### src/rtl/down_counter_timer.sv
// down_counter_timer: loadable down-counting timer with one-cycle done pulse and optional auto-reload
module down_counter_timer #(
    parameter int WIDTH       = 4,
    parameter bit AUTO_RELOAD = 1'b0
) (
    input  logic             clk,
    input  logic             rst,
    input  logic             en,
    input  logic             load,
    input  logic [WIDTH-1:0] load_val,
    input  logic             start,
    output logic [WIDTH-1:0] count,
    output logic             busy,
    output logic             done,
    output logic             zero
);
    localparam logic [1:0] IDLE  = 2'd0;
    localparam logic [1:0] RUN   = 2'd1;
    localparam logic [1:0] PAUSE = 2'd2;
    localparam logic [1:0] DONE  = 2'd3;

    logic [1:0]       state, state_nx;
    logic [WIDTH-1:0] count_nx, reload;

    assign busy = (state == RUN) || (state == PAUSE);
    assign done = state == DONE;
    assign zero = count == '0;

    // next state and count; load overrides everything, then start, then en
    always_comb begin
        state_nx = state;
        count_nx = count;
        if (load) begin
            count_nx = load_val;
            state_nx = IDLE;
        end else begin
            case (state)
                IDLE: if (start) state_nx = zero ? DONE : RUN;
                RUN, PAUSE: begin
                    if (en) begin
                        count_nx = zero ? count : count - 1'b1;
                        state_nx = (count <= WIDTH'(1)) ? DONE : RUN;
                    end else begin
                        state_nx = PAUSE;
                    end
                end
                default: begin
                    count_nx = (AUTO_RELOAD && reload != '0) ? reload : count;
                    state_nx = (AUTO_RELOAD && reload != '0) ? RUN : IDLE;
                end
            endcase
        end
    end

    // state, count and reload registers with asynchronous active-low reset
    always_ff @(posedge clk or negedge rst) begin
        if (!rst) begin
            state  <= IDLE;
            count  <= '0;
            reload <= '0;
        end else begin
            state <= state_nx;
            count <= count_nx;
            if (load) reload <= load_val;
        end
    end
endmodule

### config.mk
export PLATFORM = sky130hd
export DESIGN_NAME = down_counter_timer
export DESIGN_NICKNAME = d
export VERILOG_FILES = /design/src/rtl/down_counter_timer.sv
export SDC_FILE = /design/constraint.sdc
export NUM_CORES = 1
export LEC_CHECK = 0
export CAP_MARGIN = 25
export CORE_AREA = 2 2 39 41
export CTS_CLUSTER_SIZE = 16
export DETAILED_ROUTE_END_ITERATION = 12
export DIE_AREA = 0 0 41 43
export SKIP_CTS_REPAIR_TIMING = 1
export SLEW_MARGIN = 25
export SYNTH_ARGS = -nofsm -noshare
export SYNTH_HDL_FRONTEND = slang
export SYNTH_SLANG_ARGS = --single-unit
### constraint.sdc
create_clock -name clk -period 4.6 [get_ports clk]
set_clock_uncertainty 0.15 [all_clocks]
set_input_delay 0.92 -clock clk [delete_from_list [all_inputs] [get_ports clk]]
set_output_delay 0.92 -clock clk [all_outputs]
set_load 0.03 [all_outputs]
## After elaboration in Yosys (flattened, before gate mapping)

Index checks and enable logic that the tools add are counted.

| storage, ports and cells | value |
|---|---|
| register bits | 6 |
| latch bits | 0 |
| RAM bits | 0 |
| bits in read-only memories | 0 |
| memories | 0 |

| operators by class | value |
|---|---|
| add/sub/neg operators | 1 |
| multipliers | 0 |
| divide/modulo/power cells | 0 |
| magnitude comparators | 1 |
| equality and inequality tests | 5 |
| shift-type cells | 0 |
| multiplexer cells | 10 |
| bitwise logic cells | 0 |
| reduce and logical (&&, ||, !) cells | 7 |

Operator list:

| cell | count |
|---|---|
| $mux 4 | 4 |
| $mux 2 | 5 |
| $eq 2x2->1 const B | 2 |
| $le 4x1->1 const B | 1 |
| $logic_not 4->1 | 1 |
| $pmux 2 s2 | 1 |
| $reduce_bool 2->1 | 2 |
| $sub 4x1->4 const B | 1 |
| $ne 3x3->1 const B | 1 |
| $reduce_and 3->1 | 1 |
| $eq 2x1->1 const B | 1 |
| $logic_not 2->1 | 1 |
| $ne 2x2->1 const B | 1 |
| $reduce_or 2->1 | 1 |
| $logic_or 1x1->1 | 1 |

## Depth between registers and ports, before layout

Gate-level depths: netlist of run 1.

| logic depth | value |
|---|---|
| depth in word-level cells | 5 |
| mapped depth | 5 |
| gate-level depth less buffers | 5 |

## Worst setup path after synthesis of run 1

OpenSTA, ideal clock, no wires.

| timing path | value |
|---|---|
| kind | register to output |
| start | reg count[1] |
| end | out zero |
| data arrival time | 1.342 ns |
| required time | 3.530 ns |
| slack | 2.188 ns |
| stages on the path, launching flop included | 4 |
| cell sequence | dfrtp_1 > inv_1 > ha_1 > nor3b_2 |

| on the way | value |
|---|---|
| cells in the longest elaborated chain, start to end | 1 |

Ends and longest elaborated chain:

| item | RTL line | source |
|---|---|---|
| start: declaration | 12 | `output logic [WIDTH-1:0] count,` |
| start signal: assignment | 63 | `count <= count_nx;` |
| $logic_not 4->1 | 27 | `assign zero = count == '0;` |
| end: declaration | 15 | `output logic zero` |

No other way between the ends.

## Worst setup path after layout of run 1

| timing path | value |
|---|---|
| start | reg count[0] |
| end | out zero |

The elaborated chain is that of the path after synthesis.

==> summary.txt, run 1 <==
Run status = finished clean
Max incr delay on CP = 720 ps
Fin. Hold Viols = 0
Chip Width = 41 um
Worst path slowest cell = clkdlybuf4s50_1
R2r endpoint = count[1]
Pre-CTS WS = 1821 ps
Yosys warning count = 0
Register-to-register setup slack = 2810 ps
GRT overflow = 0
TritonCTS buffer count = 3
Drt total wl = 975 um
H-Tree Depth = 1
Via count = 419
Core footprint = 1384 sq um
Setup TNS = 0 ps
WL/cell = 12.04 um
Area delta synth->final = 43.02%
Slew Viols, Final = 0
Nets = 80
Register area share after synthesis = 0.3419
Static leakage = 0.2647 nW
FF-to-FF path depth = 5
Total GRT Usage = 0.1375
WHS Endpoint = state[1]
Fmax achieved = 0.3291 GHz
Startpoint Class = flop
Number of synthesized flops with an enable pin = 0
Avg Synthesized Cell Area = 9.149 sq um
Clock root cell = clkbuf_4
Clock Tree Buf Depth = 2
Syn Nets = 61
# port buffers = 15
Cell area after synthesis = 439.2 sq um
ANT cells = 0
Final period utilization = 0.6605
Max_slew headroom = 0.7146
Crit-path leading delay family = buffers and inverters
Worst-path clk slew = 40 ps
GPL Wtd Cong = 0.6538
Starting Density = 0.3174
Clock sink count = 6
Final worst slack = 1562 ps
Most frequent cells in the layout = clkdlybuf4s50_1, nand2_1, dfrtp_1, inv_1, ha_1
Hold WC Path Type = reg -> reg
Worst-margin pin slew = 426.8 ps
CTS tree = yes
Die ar. = 1763 sq um
WP data arrival = 1970 ps
Vias in the first global route = 392
Ports = 16
Vias per cell = 5.173
Synth async-reset ratio = 1.000
DRC Markers = 0
Core Util, Final = 0.4539
CP Cell Sequence = inv_1 -> ha_1 -> nor3b_2 -> clkdlybuf4s50_1
Peak VDD IR = 0.2274 mV
Power per cell area = 371.3 nW/um^2
Netlist cell types = 27
Maximum fanout along the worst path = 7
FF+latch count, synth = 6
Clk_lat worst skew = 240 ps
Final setup fails = 0
TritonRoute pass-1 iters = 3
Largest net degree at the start of global routing = 15
Post-synthesis cell count = 48
Most common cell after layout, fill and taps aside = clkdlybuf4s50_1
RSZ-0062 raised after global routing = no
Reg2reg start = count[0]
Ys flop type = dfrtp_1
Detailed Place HPWL = 775.9 um
Die H = 43 um
Min-delay src = state[1]
Critical path class = reg -> out
FP Rows = 14
Crit. End Element = primary output
CP Buf/Inv Count = 2
Max-Cap Viols = 0
Drt initial violations = 6
Worst hold stages = 2
Global-route wire length before repair = 1600 um
Fillers = 159
Tmin final = 3038 ps
ANT nets after route = 0
Layout cells sized above 1 = 0.1077
CP Data Required Time = 3530 ps
Initial antenna violation count = 0
-- area by class of cell --
type	count	area [sq um]	share of cell area
clock buffers	3	22.52	0.03586
multi-input cells	36	266.5	0.4243
well taps	16	20.02	0.03187
repair buffers	15	150.1	0.2390
inverters	5	18.77	0.02988
flip-flops and latches	6	150.1	0.2390
-- per-layer routing --
| metal | wire [um] | global-route usage | vias up | part of all wire |
|---|---|---|---|---|
| li1 | - | - | 212 | - |
| met1 | 436 | 0.1711 | 192 | 0.45 |
| met2 | 478 | 0.2063 | 15 | 0.49 |
| met3 | 60 | 0.07853 | 0 | 0.062 |
| met4 | 0 | 0.02000 | 0 | 0 |
| met5 | 0 | 0 | - | 0 |
-- cells by family after synthesis --
group                    after synthesis  share of synthesized area
AO/OA/AOI/OAI                          9                     0.1652
buffers and inverters                  6                    0.05128
adder cells (fa/ha/maj)                4                     0.1140
multiplexers                           1                    0.02279
flip-flops                             6                     0.3419
AND/OR/NAND/NOR                       22                     0.3048
-- sequential cells by signal, summed over array words and instances (netlist names) --
register	flops
count	4
state	2
-- cell usage after synthesis, drive strengths merged (2+ instances only) --
master	n	area, sq um
nand2b	2	12.51
nor2	2	7.510
nor3b	2	20.02
or4	2	15.01
o211ai	2	15.01
inv	5	18.77
ha	4	50.05
nand2	6	22.52
dfrtp	6	150.1
-- power breakdown --
part	internal, mW	leakage, nW	switching, mW
clock network	0.0294	0.0138	0.0167
registers	0.0623	0.0752	0.0119
logic	0.0522	0.176	0.0607
-- per-stage QoR --
stage / instance area, sq um / power [mW] / hold WS, ps / instances
after CTS: 628.1 / 0.2368 / 452.2 / 81
after detailed placement: 605.6 / 0.1885 / 446.3 / 78
final: 628.1 / 0.2332 / 440.9 / 81
after global placement: 605.6 / 0.1887 / 445.8 / 78
after global routing: 628.1 / 0.2527 / 480.8 / 81
after floorplan: 439.2 / 0.1463 / 395.6 / 48
-- tightest hold or removal path: cells and delay by family (launching register included) --
kind	cells	cell delay, ps
AOI/OAI and AO/OA	1	90
buffers and inverters	1	80
DFF	1	370
-- how the worst max path moves through the flow --
stage              from  cells past startpoint  endpoint  slack [ps]
2_1_floorplan  count[1]                      3      zero        2190
3_3_place_gp   count[0]                      4      zero        1860
3_5_place_dp   count[0]                      4      zero        1820
4_1_cts        count[0]                      4      zero        1550
5_1_grt        count[0]                      4      zero        1450
6_report       count[0]                      4      zero        1560
No activity file was read; power rests on OpenSTA's default activity.
==> run 2, diff against run 1 <==
clock period = 2.9 ns   (was 4.6 ns; I/O delays follow)
==> run 2 against run 1 <==
Worst setup slack worse by 1400 ps. Clock power rose by 61%. Sequential power grew 58%. Wire length increased by 1.2%. Critical path depth stayed put. Sequential share of layout area did not move. Die area is the same. First-iteration DRC count shrank 67%. Combinational power increased by 58%. Largest cell class unchanged.
==> summary.txt, run 2 (synthesis results as in run 1) <==
Most common cell after layout, fill and taps aside = clkdlybuf4s50_1
Crit. End Element = primary output
Clk_lat worst skew = 240 ps
CTS tree = yes
Final period utilization = 0.9386
Fillers = 150
Starting Density = 0.3174
# port buffers = 15
WL/cell = 12.19 um
Global-route wire length before repair = 1600 um
H-Tree Depth = 1
Clock root cell = clkbuf_4
Power per cell area = 588.8 nW/um^2
Via count = 433
Static leakage = 0.2647 nW
Max-Cap Viols = 0
Tmin final = 2722 ps
Layout cells sized above 1 = 0.1077
Setup TNS = 0 ps
Critical path class = reg -> out
Startpoint Class = flop
CP Buf/Inv Count = 2
Hold WC Path Type = in -> async
Max incr delay on CP = 720 ps
Core footprint = 1384 sq um
ANT cells = 0
Clock Tree Buf Depth = 2
Slew Viols, Final = 0
Die H = 43 um
Drt initial violations = 2
Regs by FF count = count (4), state (2)
Vias in the first global route = 380
Worst-margin pin slew = 417.1 ps
Worst-path clk slew = 40 ps
Die ar. = 1763 sq um
ANT nets after route = 0
Peak VDD IR = 0.2806 mV
Drt total wl = 987 um
Fmax achieved = 0.3674 GHz
Biggest register = count
FF-to-FF path depth = 5
Cell Area, Placed = 605.6 sq um
CP Data Required Time = 2170 ps
Final instance area = 628.1 sq um
Nets = 80
GPL Wtd Cong = 0.6572
DRC Markers = 0
FP Rows = 14
Total GRT Usage = 0.1385
CP Cell Sequence = inv_1 -> ha_1 -> nor3b_2 -> clkdlybuf4s50_1
TritonRoute pass-1 iters = 2
Largest net degree at the start of global routing = 15
Fin. Hold Viols = 0
Path length in cells of the critical path = 4
Most frequent cells in the layout = clkdlybuf4s50_1, nand2_1, dfrtp_1, inv_1, ha_1
Initial antenna violation count = 0
TritonCTS buffer count = 3
Max_slew headroom = 0.7211
Final setup fails = 0
Maximum fanout along the worst path = 7
Clock sink count = 6
Detailed Place HPWL = 787.4 um
Chip Width = 41 um
Vias per cell = 5.346
Crit-path leading delay family = buffers and inverters
Max reg flops = 4
Run status = finished clean
Worst path slowest cell = clkdlybuf4s50_1
GRT overflow = 0
Area delta synth->final = 43.02%
WP data arrival = 1990 ps
RSZ-0062 raised after global routing = no
Ports = 16
run 2: cell counts in the layout (fill, tap and decap cells not counted):
No cell type changed its count.
run 2: per-stage QoR:
stage | cells | hold slack, ps | power [mW] | worst slack [ps] | utilization
final | 81 | 427.7 | 0.3698 | 177.9 | 0.4539
after detailed placement | 78 | 446.3 | 0.2985 | 442.2 | 0.4376
after global routing | 81 | 444.5 | 0.3993 | 101.4 | 0.4539
after CTS | 81 | 433.4 | 0.3767 | 167.0 | 0.4539
after floorplan | 48 | 134.4 | 0.2321 | 827.7 | -
after global placement | 78 | 446.1 | 0.2995 | 501.7 | 0.4376
run 2: worst reg2reg max path, stage by stage, from the launching register on:
cell      delay [ps]
dfrtp_1          450
inv_1             70
ha_1             240
nor3b_2          190
or4_1            480
o311ai_1         110
run 2: worst paths after layout:
path                               start       end  slack [ps]
worst max-delay path            count[0]      zero         180
worst min register to register  state[1]  state[1]         440
worst min-delay path                 rst  state[1]         430
max in group asynchronous            rst  count[0]        1960
min in group clk                state[1]  state[1]         440
worst max register to register  count[0]  count[1]        1100
run 2: area by class of cell:
class | instances | area [sq um] | area share
Inverter | 5 | 18.77 | 0.02988
Clock buffer | 3 | 22.52 | 0.03586
Timing Repair Buffer | 15 | 150.1 | 0.2390
Multi-Input combinational cell | 36 | 266.5 | 0.4243
Sequential cell | 6 | 150.1 | 0.2390
Tap cell | 16 | 20.02 | 0.03187
run 2: routing by layer:
| layer | part of all wire | track usage | vias to the layer above |
|---|---|---|---|
| li1 | - | - | 211 |
| met4 | 0.010 | 0.06000 | 0 |
| met5 | 0 | 0 | - |
| met2 | 0.50 | 0.2000 | 15 |
| met3 | 0.064 | 0.08377 | 2 |
| met1 | 0.42 | 0.1579 | 205 |
run 2: power breakdown:
group / switching [mW] / internal (mW)
combinational: 0.0961 / 0.0827
clock: 0.0274 / 0.0466
sequential: 0.0182 / 0.0988
==> run 3, diff against run 2 <==
GPL_ROUTABILITY_DRIVEN = 0   (was not set)
==> results of run 3 <==
The final DEF is identical to that of run 2; final timing and power are the same.
